`config.mk`:
```
export PLATFORM = sky130hd
export DESIGN_NAME = multi_ch_data_sync
export DESIGN_NICKNAME = d
export VERILOG_FILES = /design/src/rtl/multi_ch_data_sync_pkg.sv /design/src/rtl/multi_ch_data_sync_bit.sv /design/src/rtl/multi_ch_data_sync.sv
export SDC_FILE = /design/constraint.sdc
export NUM_CORES = 1
export LEC_CHECK = 0
export ABC_CLOCK_PERIOD_IN_PS = 3450
export BUFFER_PORTS_ARGS = -buffer_cell sky130_fd_sc_hd__buf_2
export CAP_MARGIN = 0
export CORE_MARGIN = 4
export CORE_UTILIZATION = 56
export CTS_CLUSTER_DIAMETER = 150
export DETAILED_ROUTE_END_ITERATION = 7
export PLACE_DENSITY = 0.82
export SKIP_CTS_REPAIR_TIMING = 1
export SYNTH_ARGS = -nofsm -noshare
export SYNTH_HDL_FRONTEND = slang
export SYNTH_HIERARCHICAL = 1
export SYNTH_SLANG_ARGS = --single-unit
```
`constraint.sdc`:
```
create_clock -name CLK -period 3.45 [get_ports CLK]
set_input_delay 0.345 -clock CLK [delete_from_list [all_inputs] [get_ports CLK]]
set_output_delay 0.345 -clock CLK [all_outputs]
set_load 0.03 [all_outputs]
```
`src/rtl/multi_ch_data_sync_pkg.sv`:
```
// Shared definitions for the multi-channel data synchronizer.
// Latency: n/a (constants and a constant function only).
// Backpressure: n/a.
package data_sync_pkg;

    // Enable interpretation: level rise vs. per-word toggle handshake
    localparam int EN_MODE_RISE   = 0;
    localparam int EN_MODE_TOGGLE = 1;

    // Channel index width; a single channel still gets a 1-bit index port
    function automatic int ch_idx_w(input int n);
        return (n > 1) ? $clog2(n) : 1;
    endfunction

endpackage

```
`src/rtl/multi_ch_data_sync_bit.sv`:
```
// Multi-flop synchronizer for one asynchronous enable bit.
// Latency: NUM_Stages destination clock edges.
// Backpressure: none, free-running.
module bit_sync #(
    parameter int NUM_Stages = 2
) (
    input  logic CLK,
    input  logic Reset,
    input  logic i_d,
    output logic o_q
);

    logic [NUM_Stages-1:0] r_sync;

    // Shift the asynchronous bit through the flop chain
    always_ff @(posedge CLK or negedge Reset) begin
        if (!Reset) begin
            r_sync <= '0;
        end else begin
            r_sync <= {r_sync[NUM_Stages-2:0], i_d};
        end
    end

    assign o_q = r_sync[NUM_Stages-1];

endmodule

```
`src/rtl/multi_ch_data_sync.sv`:
```
// Captures per-channel async data on synchronized enables, round-robin presents to one consumer.
// Latency: NUM_Stages+1 edges from bus_EN transition to EN_pulse/out_valid.
// Backpressure: one holding slot per channel; an event on a full, unaccepted slot drops data and flags overrun.
module multi_ch_data_sync
    import data_sync_pkg::*;
#(
    parameter int NUM_Stages = 2,
    parameter int Width      = 8,
    parameter int NUM_CH     = 4,
    parameter int EN_MODE    = EN_MODE_RISE
) (
    input  logic                          CLK,
    input  logic                          Reset,
    input  logic [NUM_CH*Width-1:0]       Async_bus,
    input  logic [NUM_CH-1:0]             bus_EN,
    input  logic [NUM_CH-1:0]             clr_ovr,
    input  logic                          out_ready,
    output logic                          out_valid,
    output logic [Width-1:0]              sync_bus,
    output logic [ch_idx_w(NUM_CH)-1:0]   out_ch,
    output logic [NUM_CH-1:0]             EN_pulse,
    output logic [NUM_CH-1:0]             ack_tgl,
    output logic [NUM_CH-1:0]             overrun
);

    localparam int             CW      = ch_idx_w(NUM_CH);
    localparam logic [CW-1:0]  PTR_RST = CW'(NUM_CH - 1);

    logic [NUM_CH-1:0] w_sync;
    logic [NUM_CH-1:0] w_evt;
    logic [NUM_CH-1:0] w_acc_vec;
    logic [NUM_CH-1:0] w_capture;
    logic [NUM_CH-1:0] w_drop;
    logic [CW-1:0]     w_grant;
    logic              w_accept;

    logic [NUM_CH-1:0] r_hist;
    logic [NUM_CH-1:0] r_hold_vld;
    logic [NUM_CH-1:0] r_en_pulse;
    logic [NUM_CH-1:0] r_ack;
    logic [NUM_CH-1:0] r_ovr;
    logic [CW-1:0]     r_ptr;
    logic [Width-1:0]  r_hold_data [NUM_CH];

    // Round-robin pick: nearest valid channel after ptr, wrapping; descending
    // scan so the last hit is the closest one in rotation order.
    function automatic logic [CW-1:0] rr_pick(input logic [NUM_CH-1:0] vld,
                                              input logic [CW-1:0]     ptr);
        logic [CW-1:0] pick;
        int            idx;
        pick = '0;
        for (int i = NUM_CH; i >= 1; i--) begin
            idx = (int'(ptr) + i) % NUM_CH;
            if (vld[idx[CW-1:0]]) begin
                pick = idx[CW-1:0];
            end
        end
        return pick;
    endfunction

    genvar gc;
    generate
        for (gc = 0; gc < NUM_CH; gc++) begin : g_sync
            bit_sync #(.NUM_Stages(NUM_Stages)) u_bit_sync (
                .CLK   (CLK),
                .Reset (Reset),
                .i_d   (bus_EN[gc]),
                .o_q   (w_sync[gc])
            );
        end

        if (EN_MODE == EN_MODE_TOGGLE) begin : g_evt_tgl
            assign w_evt = w_sync ^ r_hist;
        end else begin : g_evt_rise
            assign w_evt = w_sync & ~r_hist;
        end
    endgenerate

    assign w_grant   = rr_pick(r_hold_vld, r_ptr);
    assign out_valid = |r_hold_vld;
    assign w_accept  = out_valid & out_ready;
    assign sync_bus  = r_hold_data[w_grant];
    assign out_ch    = w_grant;
    assign EN_pulse  = r_en_pulse;
    assign ack_tgl   = r_ack;
    assign overrun   = r_ovr;

    // Decode the accepted channel; an event in its accept cycle may refill the slot
    always_comb begin
        w_acc_vec = '0;
        if (w_accept) begin
            w_acc_vec[w_grant] = 1'b1;
        end
    end

    assign w_capture = w_evt & (~r_hold_vld | w_acc_vec);
    assign w_drop    = w_evt & r_hold_vld & ~w_acc_vec;

    // Per-channel control: history, slot occupancy, capture pulse, ack toggle, sticky overrun
    always_ff @(posedge CLK or negedge Reset) begin
        if (!Reset) begin
            r_hist     <= '0;
            r_hold_vld <= '0;
            r_en_pulse <= '0;
            r_ack      <= '0;
            r_ovr      <= '0;
        end else begin
            r_hist     <= w_sync;
            r_hold_vld <= (r_hold_vld & ~w_acc_vec) | w_capture;
            r_en_pulse <= w_capture;
            r_ack      <= r_ack ^ w_acc_vec;
            r_ovr      <= w_drop | (r_ovr & ~clr_ovr);
        end
    end

    // Latch each channel's source word when its slot accepts the event
    always_ff @(posedge CLK or negedge Reset) begin
        if (!Reset) begin
            for (int c = 0; c < NUM_CH; c++) begin
                r_hold_data[c] <= '0;
            end
        end else begin
            for (int c = 0; c < NUM_CH; c++) begin
                if (w_capture[c]) begin
                    r_hold_data[c] <= Async_bus[c*Width +: Width];
                end
            end
        end
    end

    // Rotation pointer follows the last accepted channel; reset value makes channel 0 first
    always_ff @(posedge CLK or negedge Reset) begin
        if (!Reset) begin
            r_ptr <= PTR_RST;
        end else if (w_accept) begin
            r_ptr <= w_grant;
        end
    end

endmodule
```
==> results of run 1 <==
[synthesized netlist by cell type (all sizes together)]
library cell	count
a211oi	8
a21boi	1
a21o	1
a21oi	8
a31oi	1
buf	7
clkbuf	1
dfrtp	60
dfstp	2
inv	9
mux2	32
mux2i	9
nand2	10
nand2b	9
nand3b	1
nor2	5
nor2b	8
nor3	1
o21ai	4
o21ba	1
o22ai	5
o31a	2
o31ai	2
or2	3
xor2	4
[final cells by class]
class,count,share of cell area
flip-flops and latches,62,0.4929
clock inverters,3,0.01349
inverters,9,0.01071
multi-input cells,115,0.3040
clock buffers,13,0.05040
repair buffers,67,0.1079
well taps,52,0.02063
[worst max-delay path by stage]
| stage | slack (ns) | cells past startpoint | start | endpoint |
|---|---|---|---|---|
| after floorplan | 0.97 | 7 | r_ptr[1] | sync_bus[6] |
| after global placement | 1.10 | 6 | r_ptr[1] | r_hold_data[11] |
| after detailed placement | 1.04 | 6 | r_ptr[1] | r_hold_data[11] |
| after CTS | 0.86 | 7 | r_ptr[1] | sync_bus[6] |
| after global routing | 0.70 | 7 | r_ptr[1] | sync_bus[7] |
| final | 0.88 | 7 | r_ptr[1] | sync_bus[6] |
[per-stage QoR]
step / area (um2) / hold slack, ns / total power [mW]
2_1_floorplan: 2596 / 0.04941 / 2.529
3_3_place_gp: 2952 / 0.3316 / 2.899
3_5_place_dp: 2952 / 0.3380 / 2.944
4_1_cts: 3153 / 0.08802 / 3.607
5_1_grt: 3153 / 0.09054 / 3.798
6_report: 3153 / 0.1087 / 3.574
[logic make-up (layout without fill, tap and decap cells)]
group,Yosys count,in the layout,synth area share
flops,62,62,0.5986
mux,41,41,0.1851
simple gates,37,37,0.07759
compound gates,33,33,0.09061
buf+inv,17,92,0.03469
xor+xnor,4,4,0.01349
[layout by cell type, fill, tap and decap left out]
cell / synthesis / final
nor3_1: 1 / 1
o31ai_1: 1 / 1
mux2_4: 8 / 8
a21oi_1: 8 / 8
o21ba_4: 1 / 1
xor2_1: 4 / 4
dfrtp_1: 60 / 60
nor2_1: 5 / 5
o31ai_4: 1 / 1
or2_2: 3 / 3
bufinv_16: 0 / 1
a31oi_2: 0 / 1
clkbuf_8: 0 / 11
nand2_1: 9 / 9
a211oi_1: 8 / 8
dfstp_2: 2 / 2
buf_2: 3 / 65
clkinvlp_4: 0 / 1
nand2_4: 1 / 1
nand3b_1: 1 / 1
o22ai_1: 5 / 5
clkbuf_1: 1 / 2
o31a_1: 2 / 2
inv_2: 1 / 1
clkinv_2: 0 / 1
mux2_2: 24 / 24
buf_4: 2 / 2
nand2b_1: 9 / 9
o21ai_0: 4 / 4
a21o_1: 1 / 1
inv_1: 8 / 8
a21boi_0: 1 / 1
nor2b_1: 8 / 8
mux2i_1: 9 / 9
[flip-flops by register name (all words and copies together), names as in the netlist]
register / count
EN_pulse: 4
r_hold_vld: 4
r_hist: 4
r_hold_data: 32
overrun: 4
r_ptr: 2
ack_tgl: 4
g_sync.u_bit_sync/r_sync: 8
[worst register-to-register path, cell delays in order (launching register included)]
cell and delay [ns]:
dfstp_2 0.59, mux2i_1 0.21, o22ai_1 0.13, o21ba_4 0.29, inv_2 0.16, o31ai_4 0.54
mux2_2 0.40
[metal layers]
metal	vias up	global-route usage	routed length, um
met2	39	0.3099	2587
met5	-	0	0
met1	830	0.2354	2195
met3	8	0.08629	270
li1	817	-	-
met4	0	0.05245	56
[power breakdown]
part | leakage, nW | total, mW | internal [mW] | switching [mW]
registers | 0.728 | 1.20 | 1.02 | 0.177
logic | 0.709 | 1.73 | 0.676 | 1.06
clock network | 0.0996 | 0.643 | 0.372 | 0.271
==> impl_results.md, run 1 <==
* Outcome: complete, no violations
* Antenna Nets Post-Route at 0
* Worst hold start: bus_EN[3]
* Number of diodes at 0
* Beginning of the worst register-to-register path: r_ptr[1]
* Sum of routed wire length over all layers at 5.109 mm
* Critical Path Max Stage Delay at 0.59 ns
* Overall overflow remaining after global route at 0
* Syn Std Cell Area at 2596 um2
* Total clock sinks at 62
* Wirelength per Cell at 15.92 um
* Number of flip-flops and latches in the synthesized netlist at 62
* Reg-to-reg endpoint: r_hold_data[9]
* Placed wire-length estimate after detailed placement at 3.712 mm
* Max Buffers Root-to-Sink at 2
* Placeable core region at 4414 um2
* Combined global-route utilization of all metal layers at 0.1926
* Share of the yosys chip area belonging to registers at 0.5986
* Required time reported for the critical path endpoint at 3.11 ns
* Worst slack at placement at 1.038 ns
* Final number of hold-violating endpoints at 0
* Number of nets in the layout at 307
* First-pass GRT wire length at 8.769 mm
* Die Y-Extent at 76.09 um
* Top delay family on crit path: compound AO/OA/AOI/OAI gates
* Static Leakage at 1.536 nW
* Sequential cell area at 1554 um2
* Startpoint type of the worst setup path: register
* Worst slew margin at 0.3505
* Fraction of synthesized cell area taken by the top area cell type at 0.5783
* CP cell instances: mux2i_1 > o22ai_1 > o21ba_4 > inv_2 > a211oi_1 > a21oi_1 > buf_2
* Cell type with the largest total area after synthesis: dfrtp_1
* Mapped Avg Cell Area at 13.38 um2
* Number of distinct library cell variants in the gate-level netlist after synthesis at 31
* Most area-consuming cells after synthesis: dfrtp_1, mux2_2, mux2_4
* Util after Layout at 0.7143
* Boundary Pins at 66
* Clock H-tree levels at 3
* Power Density at 1134 nW/um2
* Crit-path slowest cell: dfstp_2
* Reg-to-reg slack, setup at 1.02 ns
* Clock latency of the later-clocked register in the worst-skew pair at 0.34 ns
* Number of buffers created by CTS at 9
* Pin count of the biggest net entering global routing at 46
* Final total negative setup slack at 0 ns
* Vias after detailed routing at 1694
* Number of vias per cell at 5.277
* Area growth from synthesis to final layout at 21.45%
* Syn. warnings at 6
* Ratio of cells with drive above 1 in the final layout at 0.4572
* Worst min path class: input pin to register
* CP bufs+invs at 2
* DRC viols at 0
* Worst-case hold path end point: g_sync[3].u_bit_sync/r_sync[0]
* Count of standard-cell rows at 24
* # Max-Cap Violations at 0
* Setup violations, final at 0
* Die Footprint at 5790 um2
* Crit Path Category: register to output pin
* Top fanout value on the critical path at 21
* Multi-input combinational cell area at 958.4 um2
* Worst setup EP type: output pin
* Starting density of the core at 0.5882
* Post-synthesis net count at 237
* Worst-Margin Slew at 0.9743 ns
* Final clock period utilization by the worst path at 0.7452
* Number of filler cells placed in the layout at 318
* Post-CTS clock slew at the launch and capture registers of the worst setup and hold paths at 0.06 ns
* Peak supply drop at 658.2 uV
* Length of the first detailed-routing pass in iterations at 4
* Setup repair after global routing missed its margin: no
* Crit path arrival time at 2.23 ns
* Detailed router's first-iteration violation count at 75
* PnR worst setup slack at 0.8791 ns
* Cell Count, Final, Fillers Out at 321
* Largest clock skew in the final design at 0.008493 ns
* Depth of the worst register-to-register path at 6
* Cells on Worst Hold Path at 1
* Number of pins with negative max-slew slack in the final report at 0
* Root Buffer Master: clkbuf_8
* CTS tree: built
* Number of instances in the placed design at 305
* Maximum clock frequency at 389.0 MHz
* Minimum clock period at 2.571 ns
* Via count of the first global-routing pass at 1796
* Number of port buffers at 65
* Placer's final routability congestion estimate at 0.7984
* Die width at 76.09 um
* Cells after Synth at 194
* Initial antenna violation count at 0
Power figures use the tool's default switching activity.
==> run 2: changes to the inputs <==
- ABC_CLOCK_PERIOD_IN_PS: 3450 -> 2700
- CORE_UTILIZATION: 56 -> 52
- PLACE_DENSITY: 0.82 -> 0.76
- clock period: 3.45 -> 2.7 ns (I/O delays scaled with it)
==> run 2 against run 1 <==
The run now ends with negative hold slack left. Register-to-register slack worse by 0.66 ns. Final area rose by 2.3%. Setup slack got worse by 0.65 ns. Core utilization fell by 4.1 points. Clock power is 39% higher. Global-route usage down 1.6 points. Die area rose by 6.9%. Sequential share of layout area is 1.1 points lower. Highest routed layer unchanged.
==> impl_results.md, run 2 (synthesis results as in run 1) <==
* Pin count of the biggest net entering global routing at 35
* Number of port buffers at 65
* Overall overflow remaining after global route at 0
* Crit path arrival time at 2.20 ns
* Number of nets in the layout at 310
* Length of the first detailed-routing pass in iterations at 4
* Combined global-route utilization of all metal layers at 0.1770
* Crit Path Category: register to output pin
* Die Y-Extent at 78.66 um
* Total clock sinks at 62
* Number of vias per cell at 4.935
* Outcome: finished with violations
* Post-CTS clock slew at the launch and capture registers of the worst setup and hold paths at 0.07 ns
* Routed metal-1 wire length at 2.221 mm
* Placed wire-length estimate after detailed placement at 3.703 mm
* Largest register FFs at 32
* Final total negative setup slack at 0 ns
* Initial antenna violation count at 0
* Maximum clock frequency at 405.4 MHz
* # Max-Cap Violations at 0
* Worst min path class: input pin to asynchronous set/reset pin
* Required time reported for the critical path endpoint at 2.43 ns
* Clock H-tree levels at 3
* Hold slack at -0.001790 ns
* Antenna Nets Post-Route at 0
* Violations in the final reports: negative hold slack
* Die Footprint at 6187 um2
* Placer's final routability congestion estimate at 0.8362
* Top register by number of flip-flops: r_hold_data
* Final clock period utilization by the worst path at 0.9136
* Registers with the most flip-flops: r_hold_data: 32 flops, g_sync.u_bit_sync/r_sync: 8 flops
* Setup repair after global routing missed its margin: no
* Starting density of the core at 0.5425
* Final number of hold-violating endpoints at 6
* First-pass GRT wire length at 8.142 mm
* Post-layout total power at 4.681 mW
* Placeable core region at 4786 um2
* Max Buffers Root-to-Sink at 2
* Peak supply drop at 731.9 uV
* Setup violations, final at 0
* Number of buffers created by CTS at 9
* Top fanout value on the critical path at 18
* Die width at 78.66 um
* Sum of routed wire length over all layers at 4.942 mm
* Area of all placed cells without fillers at 3224 um2
* Most common cell after layout, fill and taps aside: buf_2
* CTS tree: built
* Boundary Pins at 66
* Worst-Margin Slew at 0.7378 ns
* Amount of wire on met2 after detailed routing at 2.414 mm
* Largest clock skew in the final design at 0.009087 ns
* Via count of the first global-routing pass at 1722
* Root Buffer Master: clkbuf_8
* Power Density at 1452 nW/um2
* Top metal layer carrying routed signals: met4
* DRC viols at 0
* Clock latency of the later-clocked register in the worst-skew pair at 0.33 ns
* Number of filler cells placed in the layout at 371
* Util after Layout at 0.6737
* Area growth from synthesis to final layout at 24.19%
* Number of diodes at 0
* Met3 wire length at 213 um
* Static Leakage at 1.561 nW
* Worst setup EP type: output pin
* Minimum clock period at 2.467 ns
* Most frequent cells in the layout: buf_2, dfrtp_1, mux2_2, clkbuf_8
* Wirelength per Cell at 14.58 um
* Number of pins with negative max-slew slack in the final report at 0
* Startpoint type of the worst setup path: register
* Ratio of cells with drive above 1 in the final layout at 0.4706
* Detailed router's first-iteration violation count at 57
* Vias after detailed routing at 1673
* Worst slew margin at 0.5081
* Cell Area, Placed at 2993 um2
* Count of standard-cell rows at 25
-- run 2: changes by cell type in the layout (fill, tap and decap cells not counted), sizes merged --
cell / previous run / this run
buf: 67 / 70
clkbuf: 13 / 10
bufinv: 1 / 2
clkinv: 1 / 2
clkinvlp: 1 / 2
-- run 2: report_power, final --
group,switching (mW),internal [mW]
registers,0.218,1.31
clock network,0.354,0.541
logic,1.37,0.895
total,1.94,2.74
-- run 2: through the flow --
step                cells  worst slack [ns]  hold WS (ns)
CTS                   339            0.1292       0.01146
detailed placement    323            0.3593        0.3356
floorplan             194            0.2924      -0.02559
finish                339            0.2332     -0.001790
global route          339           0.01044       0.02351
global placement      323            0.4348        0.3327
-- run 2: final timing paths --
check	cells after the start	slack, ns	from	endpoint
max	7	0.23	r_ptr[1]	sync_bus[7]
min	1	-0.002	Reset	r_hist[2]
max reg2reg	6	0.36	r_ptr[1]	r_hold_data[13]
min reg2reg	0	0.35	g_sync[3].u_bit_sync/r_sync[0]	g_sync[3].u_bit_sync/r_sync[1]
max in group asynchronous	2	1.99	Reset	overrun[3]
min in group CLK	1	0.04	bus_EN[2]	g_sync[2].u_bit_sync/r_sync[0]
-- run 2: final cells by class --
class	count	area (um2)	area share
Sequential cell	62	1554	0.4820
Multi-Input combinational cell	115	967.2	0.3000
Clock buffer	10	137.6	0.04269
Timing Repair Buffer	70	362.8	0.1125
Inverter	9	33.78	0.01048
Tap cell	67	83.83	0.02600
Clock inverter	6	85.08	0.02639
-- run 2: critical path, cell delays in order (launching register included) --
cell and delay, ns:
dfstp_2 0.59, nand3b_1 0.14, a31oi_4 0.28, buf_4 0.27
nor2b_1 0.07, a211oi_1 0.23, a21oi_1 0.08, buf_2 0.20
-- run 2: routing by layer --
metal | global-route usage | up-vias
met5 | 0 | -
li1 | - | 817
met3 | 0.03899 | 8
met1 | 0.2370 | 802
met4 | 0.09441 | 0
met2 | 0.2691 | 46
